### config.mk
export PLATFORM = sky130hd
export DESIGN_NAME = raw_pattern_gen
export DESIGN_NICKNAME = d
export VERILOG_FILES = /design/src/rtl/raw_pattern_gen.sv
export SDC_FILE = /design/constraint.sdc
export NUM_CORES = 1
export LEC_CHECK = 0
export ABC_CLOCK_PERIOD_IN_PS = 6300
export BUFFER_PORTS_ARGS = -buffer_cell sky130_fd_sc_hd__clkbuf_2
export CAP_MARGIN = 25
export CORE_MARGIN = 4
export CORE_UTILIZATION = 45
export DETAILED_ROUTE_END_ITERATION = 7
export GPL_ROUTABILITY_DRIVEN = 0
export SYNTH_ARGS = -nofsm -noshare
export SYNTH_HDL_FRONTEND = slang
export SYNTH_SLANG_ARGS = --single-unit
### constraint.sdc
create_clock -name clk_in -period 6.3 [get_ports clk_in]
set_clock_uncertainty 0.1 [all_clocks]
set_input_delay 0 -clock clk_in [delete_from_list [all_inputs] [get_ports clk_in]]
set_output_delay 0 -clock clk_in [all_outputs]
set_load 0.03 [all_outputs]
### src/rtl/raw_pattern_gen.sv
// Raw Bayer-domain test pattern source: programmable frame geometry, 1/2/4 pixels per beat,
// run-time pattern select, start/pause/done control and frame/line markers.
module raw_pattern_gen #(
    parameter int              DATA_WIDTH  = 10,
    parameter int              PIX_PER_CLK = 1,
    parameter int              HSIZE       = 6,
    parameter int              VSIZE       = 6,
    parameter int              H_BLANK     = 3,
    parameter int              V_BLANK     = 1,
    parameter int              FRAME_NUM   = 1,
    parameter int              CHK_SHIFT   = 1,
    parameter logic [DATA_WIDTH-1:0] R_VAL  = 'h200,
    parameter logic [DATA_WIDTH-1:0] GR_VAL = 'h100,
    parameter logic [DATA_WIDTH-1:0] GB_VAL = 'h0C0,
    parameter logic [DATA_WIDTH-1:0] B_VAL  = 'h080,
    parameter logic [15:0]     LFSR_SEED   = 16'hACE1
) (
    input  logic                              clk_in,
    input  logic                              rst_n_in,
    input  logic                              start_in,
    input  logic                              data_req_in,
    input  logic [2:0]                        mode_in,
    output logic                              data_valid_out,
    output logic [DATA_WIDTH*PIX_PER_CLK-1:0] data_out,
    output logic                              sof_out,
    output logic                              eol_out,
    output logic                              eof_out,
    output logic [11:0]                       frame_cnt_out,
    output logic                              busy_out,
    output logic                              done_out
);

    localparam int BEATS       = HSIZE / PIX_PER_CLK;
    localparam int LINE_BEATS  = BEATS + H_BLANK;
    localparam int FRAME_LINES = VSIZE + V_BLANK;
    localparam int BX_W        = $clog2(LINE_BEATS + 1);
    localparam int LY_W        = $clog2(FRAME_LINES + 1);
    localparam int PW          = DATA_WIDTH * PIX_PER_CLK;

    localparam logic [63:0] GRAD_FULL = 64'd1 << DATA_WIDTH;
    localparam logic [31:0] GRAD_STEP = 32'(GRAD_FULL / 64'(HSIZE));

    localparam logic [1:0] ST_IDLE = 2'd0;
    localparam logic [1:0] ST_RUN  = 2'd1;
    localparam logic [1:0] ST_DONE = 2'd2;

    logic [1:0]      state_reg;
    logic [BX_W-1:0] beat_x_reg;
    logic [LY_W-1:0] line_y_reg;
    logic [11:0]     frame_cnt_reg;
    logic [2:0]      mode_reg;
    logic [15:0]     lfsr_reg;
    logic            valid_reg;
    logic [PW-1:0]   data_reg;
    logic            sof_reg;
    logic            eol_reg;
    logic            eof_reg;

    // Fibonacci LFSR, taps 16,14,13,11, stepped a constant number of times.
    function automatic logic [15:0] lfsr_advance(input logic [15:0] s, input int steps);
        logic [15:0] t;
        t = s;
        for (int i = 0; i < steps; i++)
            t = {t[14:0], t[15] ^ t[13] ^ t[12] ^ t[10]};
        return t;
    endfunction

    function automatic logic [DATA_WIDTH-1:0] pixel_value(input logic [2:0] mode,
                                                           input logic [31:0] x,
                                                           input logic [31:0] y,
                                                           input logic [15:0] lfsr);
        logic [DATA_WIDTH+15:0] lfsr_ext;
        logic [31:0]            chk;
        lfsr_ext    = {{DATA_WIDTH{1'b0}}, lfsr};
        chk         = (x >> CHK_SHIFT) ^ (y >> CHK_SHIFT);
        pixel_value = '0;
        case (mode)
            3'd0: pixel_value = DATA_WIDTH'(y * 32'(HSIZE) + x);
            3'd1: pixel_value = DATA_WIDTH'(x * GRAD_STEP);
            3'd2: begin
                case ({y[0], x[0]})
                    2'b00:   pixel_value = R_VAL;
                    2'b01:   pixel_value = GR_VAL;
                    2'b10:   pixel_value = GB_VAL;
                    default: pixel_value = B_VAL;
                endcase
            end
            3'd3: pixel_value = chk[0] ? '1 : '0;
            3'd4: pixel_value = lfsr_ext[DATA_WIDTH-1:0];
            default: pixel_value = '0;
        endcase
    endfunction

    logic          active;
    logic          line_last;
    logic          frame_last_line;
    logic [11:0]   frame_cnt_inc;
    logic          last_frame;
    logic [PW-1:0] lane_pix;
    logic [31:0]   pix_y;
    logic [15:0]   lfsr_next;

    assign active          = (line_y_reg < LY_W'(VSIZE)) && (beat_x_reg < BX_W'(BEATS));
    assign line_last       = (beat_x_reg == BX_W'(LINE_BEATS - 1));
    assign frame_last_line = (line_y_reg == LY_W'(FRAME_LINES - 1));
    assign frame_cnt_inc   = frame_cnt_reg + 12'd1;
    assign last_frame      = (FRAME_NUM != 0) && (frame_cnt_inc == 12'(FRAME_NUM));
    assign pix_y           = 32'(line_y_reg);
    assign lfsr_next       = lfsr_advance(lfsr_reg, PIX_PER_CLK);

    genvar gi;
    generate
        for (gi = 0; gi < PIX_PER_CLK; gi++) begin : g_lane
            logic [31:0] pix_x;
            logic [15:0] lane_lfsr;
            assign pix_x     = 32'(beat_x_reg) * 32'(PIX_PER_CLK) + 32'(gi);
            assign lane_lfsr = lfsr_advance(lfsr_reg, gi);
            assign lane_pix[gi*DATA_WIDTH +: DATA_WIDTH] = pixel_value(mode_reg, pix_x, pix_y, lane_lfsr);
        end
    endgenerate

    always_ff @(posedge clk_in or negedge rst_n_in) begin
        if (!rst_n_in) begin
            state_reg     <= ST_IDLE;
            beat_x_reg    <= '0;
            line_y_reg    <= '0;
            frame_cnt_reg <= '0;
            mode_reg      <= '0;
            lfsr_reg      <= LFSR_SEED;
            valid_reg     <= 1'b0;
            data_reg      <= '0;
            sof_reg       <= 1'b0;
            eol_reg       <= 1'b0;
            eof_reg       <= 1'b0;
        end else begin
            case (state_reg)
                ST_RUN: begin
                    if (!data_req_in) begin
                        valid_reg <= 1'b0;
                        sof_reg   <= 1'b0;
                        eol_reg   <= 1'b0;
                        eof_reg   <= 1'b0;
                    end else begin
                        valid_reg <= active;
                        data_reg  <= active ? lane_pix : '0;
                        sof_reg   <= active && (beat_x_reg == '0) && (line_y_reg == '0);
                        eol_reg   <= active && (beat_x_reg == BX_W'(BEATS - 1));
                        eof_reg   <= active && (beat_x_reg == BX_W'(BEATS - 1))
                                     && (line_y_reg == LY_W'(VSIZE - 1));
                        if (active)
                            lfsr_reg <= lfsr_next;
                        if (!line_last) begin
                            beat_x_reg <= beat_x_reg + BX_W'(1);
                        end else if (!frame_last_line) begin
                            beat_x_reg <= '0;
                            line_y_reg <= line_y_reg + LY_W'(1);
                        end else begin
                            frame_cnt_reg <= frame_cnt_inc;
                            if (last_frame) begin
                                state_reg <= ST_DONE;
                            end else begin
                                // Next frame: restart geometry, pattern and noise sequence.
                                beat_x_reg <= '0;
                                line_y_reg <= '0;
                                mode_reg   <= mode_in;
                                lfsr_reg   <= LFSR_SEED;
                            end
                        end
                    end
                end
                default: begin
                    valid_reg <= 1'b0;
                    data_reg  <= '0;
                    sof_reg   <= 1'b0;
                    eol_reg   <= 1'b0;
                    eof_reg   <= 1'b0;
                    if (start_in) begin
                        state_reg     <= ST_RUN;
                        beat_x_reg    <= '0;
                        line_y_reg    <= '0;
                        frame_cnt_reg <= '0;
                        mode_reg      <= mode_in;
                        lfsr_reg      <= LFSR_SEED;
                    end
                end
            endcase
        end
    end

    assign data_valid_out = valid_reg;
    assign data_out       = data_reg;
    assign sof_out        = sof_reg;
    assign eol_out        = eol_reg;
    assign eof_out        = eof_reg;
    assign frame_cnt_out  = frame_cnt_reg;
    assign busy_out       = (state_reg == ST_RUN);
    assign done_out       = (state_reg == ST_DONE);

endmodule

==> metrics, run 1 <==
status=completed; drt drc=0; PD cells=493 mW/mm²; commonest non-fill, non-tap cells in the layout=dfrtp_1, clkbuf_2, nand2_1, o21ai_0, ha_1; final hold viol count=0; RSZ-0062 raised after global routing=false; IO Count=35; H-Tree Depth=2; largest family of logic cells by synthesized area=compound AO/OA/AOI/OAI gates; Adder-Cell Fraction of Synth Area=0.100; CTS tree=built; endpoints failing setup=0; slew margin rel.=0.525; Crit. Startpoint=state_reg[1]; CP Capture Type=flip-flop; Overflow after GRT=0; syn nets=368; distinct cell type count of the synthesized netlist=60; Slowest cell on crit path=nand2b_1; Routed wire per std cell=approximately 17 µm; Antenna Nets Post-Route=0; Pre-Repair DR Iteration Count=4; fin crit share=0.448; Syn-to-layout area delta=11.6%; largest net degree at the start of global routing=55; initial core utilization=0.461; Die Span Y=94.2 µm; sequential fraction of the synthesis area=0.407; path type of the worst setup path=reg -> reg; post-DP HPWL=5.70 mm; IO Port Bufs=34; synthesized area per cell=9.95 µm²; critical path data arrival time=2940 ps; Compound-Gate Fraction of Synth Area=0.248; Sink Count=54; Synth Area in Simple Gates=0.165; total power=around 1.8 mW; # nets final=398; worst endpoint required time=about 6400 ps; CTS buffer count=5; Hold WC Path Type=in -> async; mux contribution to synthesized area=0.0165; synth warn=0; root buffer cell=clkbuf_8; Max IR drop VDD=between 0.00015 and 0.0002 V; core area=between 0.007 and 0.008 mm²; GRT Total Usage=0.186; clock buffer depth=2; worst-path maximum fanout=16; worst slack at placement=3530 ps; DIE AREA=0.00887 mm²; worst-path cell chain=nand2b_1 -> inv_1 -> and2_1 -> nand2_1 -> inv_1 -> and3_1 -> and3_1; DRT iter0 DRCs=247; FMAX=354 MHz; Worst-Margin Slew=709 ps; GRT busiest layer=met2; register bit total from synthesis=54; max FFs per register=16; LEAKAGE=between 1.5 and 2 nW; Via-to-Cell Ratio=around 6; Chip Width=94.2 µm; final core occ=0.514; crit path time final=approximately 2800 ps; first-pass GRT wire length=roughly 13 mm; start of the worst register-to-register path=state_reg[1]; vias in the first global route=2,547; initial antenna violation count=0; layout cells sized above 1=0.177; met2 usage=0.285; cell area after synthesis=0.00334 mm²; commonest non-fill, non-tap cell in the layout=dfrtp_1; Worst path max stage delay=between 500 and 600 ps; Fill cells=687; setup_tns=0 ps; Synth Area in XOR/XNOR=0.0314; M1 GR Usage=0.278; Post-Synthesis Cells=336; Main synth FF type=dfrtp_1; DRT Wirelength=7.92 mm; Clock Latency Late Sink=around 320 ps; detailed-route via count=around 2,700; final slew viol count=0; met3 Usage GRT=0.0264; fraction of registers with async set/reset=1.00; Clk pin slew, worst setup/hold paths=roughly 100 ps; reg2reg setup slack=3480 ps; Final WS setup=3480 ps; Post-synth EDFFs=0; Maximum Capacitance Violations=0; crit start category=flip-flop; Diodes inserted=0; Rows=31
[worst max-delay path, delay by kind of cell (launching register included)]
| family | cells | cell delay (ps) |
|---|---|---|
| buf+inv | 2 | 640 |
| flops | 1 | 380 |
| simple gates | 5 | 1610 |
[area by class of cell]
| class | count | area, µm² | area share |
|---|---|---|---|
| multi-input combinational | 255 | 1880 | 0.503 |
| sequential | 54 | 1360 | 0.365 |
| timing repair buffer | 41 | 238 | 0.0637 |
| tap | 99 | 124 | 0.0332 |
| clock buffer | 5 | 68.8 | 0.0184 |
| inverter | 9 | 33.8 | 0.00905 |
| clock inverter | 3 | 28.8 | 0.00771 |
[per-layer routing]
layer  vias to the layer above  wire length, µm
met2                        72             3660
li1                       1317                -
met4                         0               65
met3                         8              359
met5                         -                0
met1                      1350             3840
[per-stage QoR]
stage	cell area, µm²	hold slack, ps	std cells
finish	3730	245	466
global route	3730	340	466
CTS	3730	263	466
detailed placement	3570	87.4	452
global placement	3570	84.4	452
floorplan	3340	-396	336
[power by group]
| group | internal (mW) | switching [mW] |
|---|---|---|
| clock | 0.0827 | 0.129 |
| sequential | 0.477 | 0.163 |
| combinational | 0.404 | 0.583 |
[worst paths after layout]
check / end / cells after the start
max reg2reg: eof_out / 7
min in group clk_in: mode_reg[1] / 3
min: state_reg[1] / 3
max: eof_out / 7
max in group asynchronous: frame_cnt_out[11] / 3
min reg2reg: data_out[7] / 2
[Yosys cell counts, types with 2 or more instances]
cell / count / area share
and3_1: 5 / 0.0094
a221oi_1: 4 / 0.010
o22a_1: 7 / 0.018
nand2b_1: 2 / 0.0037
o41ai_1: 2 / 0.0052
a21oi_1: 11 / 0.016
inv_1: 9 / 0.010
o21ai_0: 26 / 0.039
a211oi_1: 5 / 0.011
a21o_1: 5 / 0.011
dfstp_2: 8 / 0.063
xnor2_1: 6 / 0.016
and3b_1: 3 / 0.0079
nor2b_1: 6 / 0.011
nand2_1: 28 / 0.031
nor3b_1: 3 / 0.0067
o22ai_1: 2 / 0.0037
dfrtp_1: 46 / 0.34
xor2_1: 6 / 0.016
ha_1: 22 / 0.082
o31ai_1: 8 / 0.018
a31oi_1: 4 / 0.0075
nand4_1: 3 / 0.0056
and2_1: 3 / 0.0056
nor3_1: 7 / 0.010
o2bb2ai_1: 3 / 0.0079
and4_1: 3 / 0.0079
mux2_2: 4 / 0.013
nor4_1: 5 / 0.0094
fa_1: 3 / 0.018
nor2_1: 18 / 0.020
o221ai_1: 2 / 0.0052
a22oi_1: 3 / 0.0067
buf_2: 2 / 0.0030
clkbuf_1: 16 / 0.018
a22o_1: 14 / 0.037
nand3_1: 9 / 0.013
[timing repair]
item	4_1_cts	5_1_grt
endpoints found under the hold margin	52	0
setup endpoints to repair	0	0
resized for setup	0	0
hold buffers	6	0
buffers inserted	0	0
[kinds of logic after synthesis]
logic type               after synthesis
AO/OA/AOI/OAI                        110
XOR/XNOR                              12
adder cells (fa/ha/maj)               25
buffers and inverters                 27
flip-flops                            54
multiplexers                           5
AND/OR/NAND/NOR                      103
No activity file was read; power rests on OpenSTA's default activity.
==> run 2, diff against run 1 <==
Settings changed: ABC_CLOCK_PERIOD_IN_PS 6300 to 2700.
Clock period 6.3 ns to 2.7 ns, I/O delays scaled along.
==> run 2 against run 1 <==
Compared with the run above: sequential share of layout area down 1.4 points; first-iteration DRC count is 26% lower; sequential power increased by 120%; highest routed layer unchanged; via count increased by 1.7%; worst hold slack got worse by 180 ps; register-to-register slack lost 3300 ps; critical path depth stayed put; flip-flop and latch count did not move; critical path type unchanged; combinational power rose to 2.6 times the previous value; final area grew 4.0%.
==> metrics, run 2 (synthesized netlist as in run 1, its figures left out) <==
first-pass GRT wire length=13.9 mm (was 12.9 mm); core area=0.00725 mm² (unchanged); Syn-to-layout area delta=16.1% (was 11.6%); GRT Total Usage=0.201 (was 0.186); Clock Latency Late Sink=320 ps (about the same); R2R depth=7 (unchanged); root buffer cell=clkbuf_8 (unchanged); Die Span Y=94.2 µm (unchanged); critical path data arrival time=2650 ps (was 2940 ps); RSZ-0062 raised after global routing=false (unchanged); fin crit share=0.921 (was 0.448); capture point of the critical path=beat_x_reg[0] (was eof_out); endpoints failing setup=0 (unchanged); IO Port Bufs=34 (unchanged); Worst-Margin Slew=689 ps (was 709 ps); Antenna Nets Post-Route=0 (unchanged); max FFs per register=16 (unchanged); crit path time final=2490 ps (was 2820 ps); final hold viol count=0 (unchanged); detailed-route via count=2,794 (was 2,747); CP Capture Type=flip-flop (unchanged); # nets final=418 (was 398); Rows=31 (unchanged); crit start category=flip-flop (unchanged); met3 Usage GRT=0.0272 (was 0.0264); Final Non-Filler Cells=486 (was 466); worst-path maximum fanout=9 (was 16); Reg area=0.00136 mm² (unchanged); status=completed (unchanged); path type of the worst setup path=reg -> reg (unchanged); Routed wire per std cell=17.2 µm (was 17.0 µm); GRT busiest layer=met2 (unchanged); Overflow after GRT=0 (unchanged); Sink Count=54 (unchanged); FMAX=402 MHz (was 354 MHz); Crit. Startpoint=frame_cnt_out[3] (was state_reg[1]); DRT iter0 DRCs=183 (was 247); vias in the first global route=2,618 (was 2,547); initial core utilization=0.461 (unchanged); commonest non-fill, non-tap cells in the layout=dfrtp_1, clkbuf_2, nand2_1, o21ai_0, ha_1 (unchanged); commonest non-fill, non-tap cell in the layout=dfrtp_1 (unchanged); reg2reg setup slack=210 ps (was 3480 ps); DIE AREA=0.00887 mm² (unchanged); CTS buffer count=5 (unchanged); Pre-Repair DR Iteration Count=4 (unchanged); PD cells=1150 mW/mm² (was 493 mW/mm²); DRT Wirelength=8.37 mm (was 7.92 mm); largest net degree at the start of global routing=38 (was 55); LEAKAGE=1.77 nW (was 1.67 nW); layout cells sized above 1=0.220 (was 0.177); Fill cells=695 (was 687); Maximum Capacitance Violations=0 (unchanged); M1 GR Usage=0.303 (was 0.278); total power=4.46 mW (was 1.84 mW); setup_tns=0 ps (unchanged); post-CTS resize count=0 (unchanged); post-DP HPWL=6.15 mm (was 5.70 mm); slew margin rel.=0.539 (was 0.525); Chip Width=94.2 µm (unchanged); drt drc=0 (unchanged); clock buffer depth=2 (unchanged); H-Tree Depth=2 (unchanged); final slew viol count=0 (unchanged); Diodes inserted=0 (unchanged); Max IR drop VDD=0.000450 V (was 0.000191 V); CTS tree=built (unchanged); Worst R2R End=beat_x_reg[0] (was eof_out); Clk pin slew, worst setup/hold paths=110 ps (was 100 ps); worst endpoint required time=2870 ps (was 6410 ps); initial antenna violation count=0 (unchanged); met2 usage=0.305 (was 0.285); Hold WC Path Type=in -> async (unchanged); placed insts=472 (was 452); area of the multi-input gates=0.00188 mm² (unchanged); Via-to-Cell Ratio=5.75 (was 5.89); start of the worst register-to-register path=frame_cnt_out[3] (was state_reg[1]); IO Count=35 (unchanged)
==> run 2: changes by cell type in the layout (fill, tap and decap cells not counted) <==
cell   before  now
buf_4       1   21
==> run 2: worst max-delay path: stages, from the launching register on <==
cell and delay (ps):
dfrtp_1 510, buf_4 200, and4_1 220, a21boi_1 120, a2111oi_4 400, nand4_4 200
o31ai_1 490, a21o_1 190
==> run 2: through the flow <==
stage               setup slack (ps)  hold WS (ps)  area, µm²   util
floorplan                       91.1          -396       3340      -
global placement                 269          -113       3720  0.513
detailed placement               238          -125       3720  0.513
CTS                              217          79.1       3880  0.535
global route                    13.6          92.0       3880  0.535
finish                           214          61.7       3880  0.535
==> run 2: worst min-delay path by stage <==
| stage | to | startpoint | slack, ps |
|---|---|---|---|
| 2_1_floorplan | beat_x_reg[0] | rst_n_in | -400 |
| 3_3_place_gp | frame_cnt_out[4] | rst_n_in | -110 |
| 3_5_place_dp | beat_x_reg[1] | rst_n_in | -120 |
| 4_1_cts | frame_cnt_out[10] | rst_n_in | 80 |
| 5_1_grt | frame_cnt_out[10] | rst_n_in | 90 |
| 6_report | frame_cnt_out[4] | rst_n_in | 60 |
==> run 2: where the power goes <==
part	leakage [nW]	internal [mW]	switching (mW)
Clock	0.0502	0.193	0.299
Combinational	1.03	1.07	1.50
Sequential	0.691	1.11	0.286
==> run 2: what timing repair did <==
action	CTS	global route
hold buffers	6	0
buffers inserted	0	0
endpoints found under the hold margin	22	0
==> run 2: area by class of cell <==
class | instances | area share
Clock buffer | 5 | 0.0177
Clock inverter | 3 | 0.00741
Inverter | 9 | 0.00870
Multi-Input combinational cell | 255 | 0.484
Sequential cell | 54 | 0.351
Tap cell | 99 | 0.0319
Timing Repair Buffer | 61 | 0.0999
==> run 2: per-layer routing <==
metal  routed length (µm)  vias up
met1                 4150     1374
met4                   63        0
met5                    0        -
met3                  290        4
li1                     -     1355
met2                 3860       61
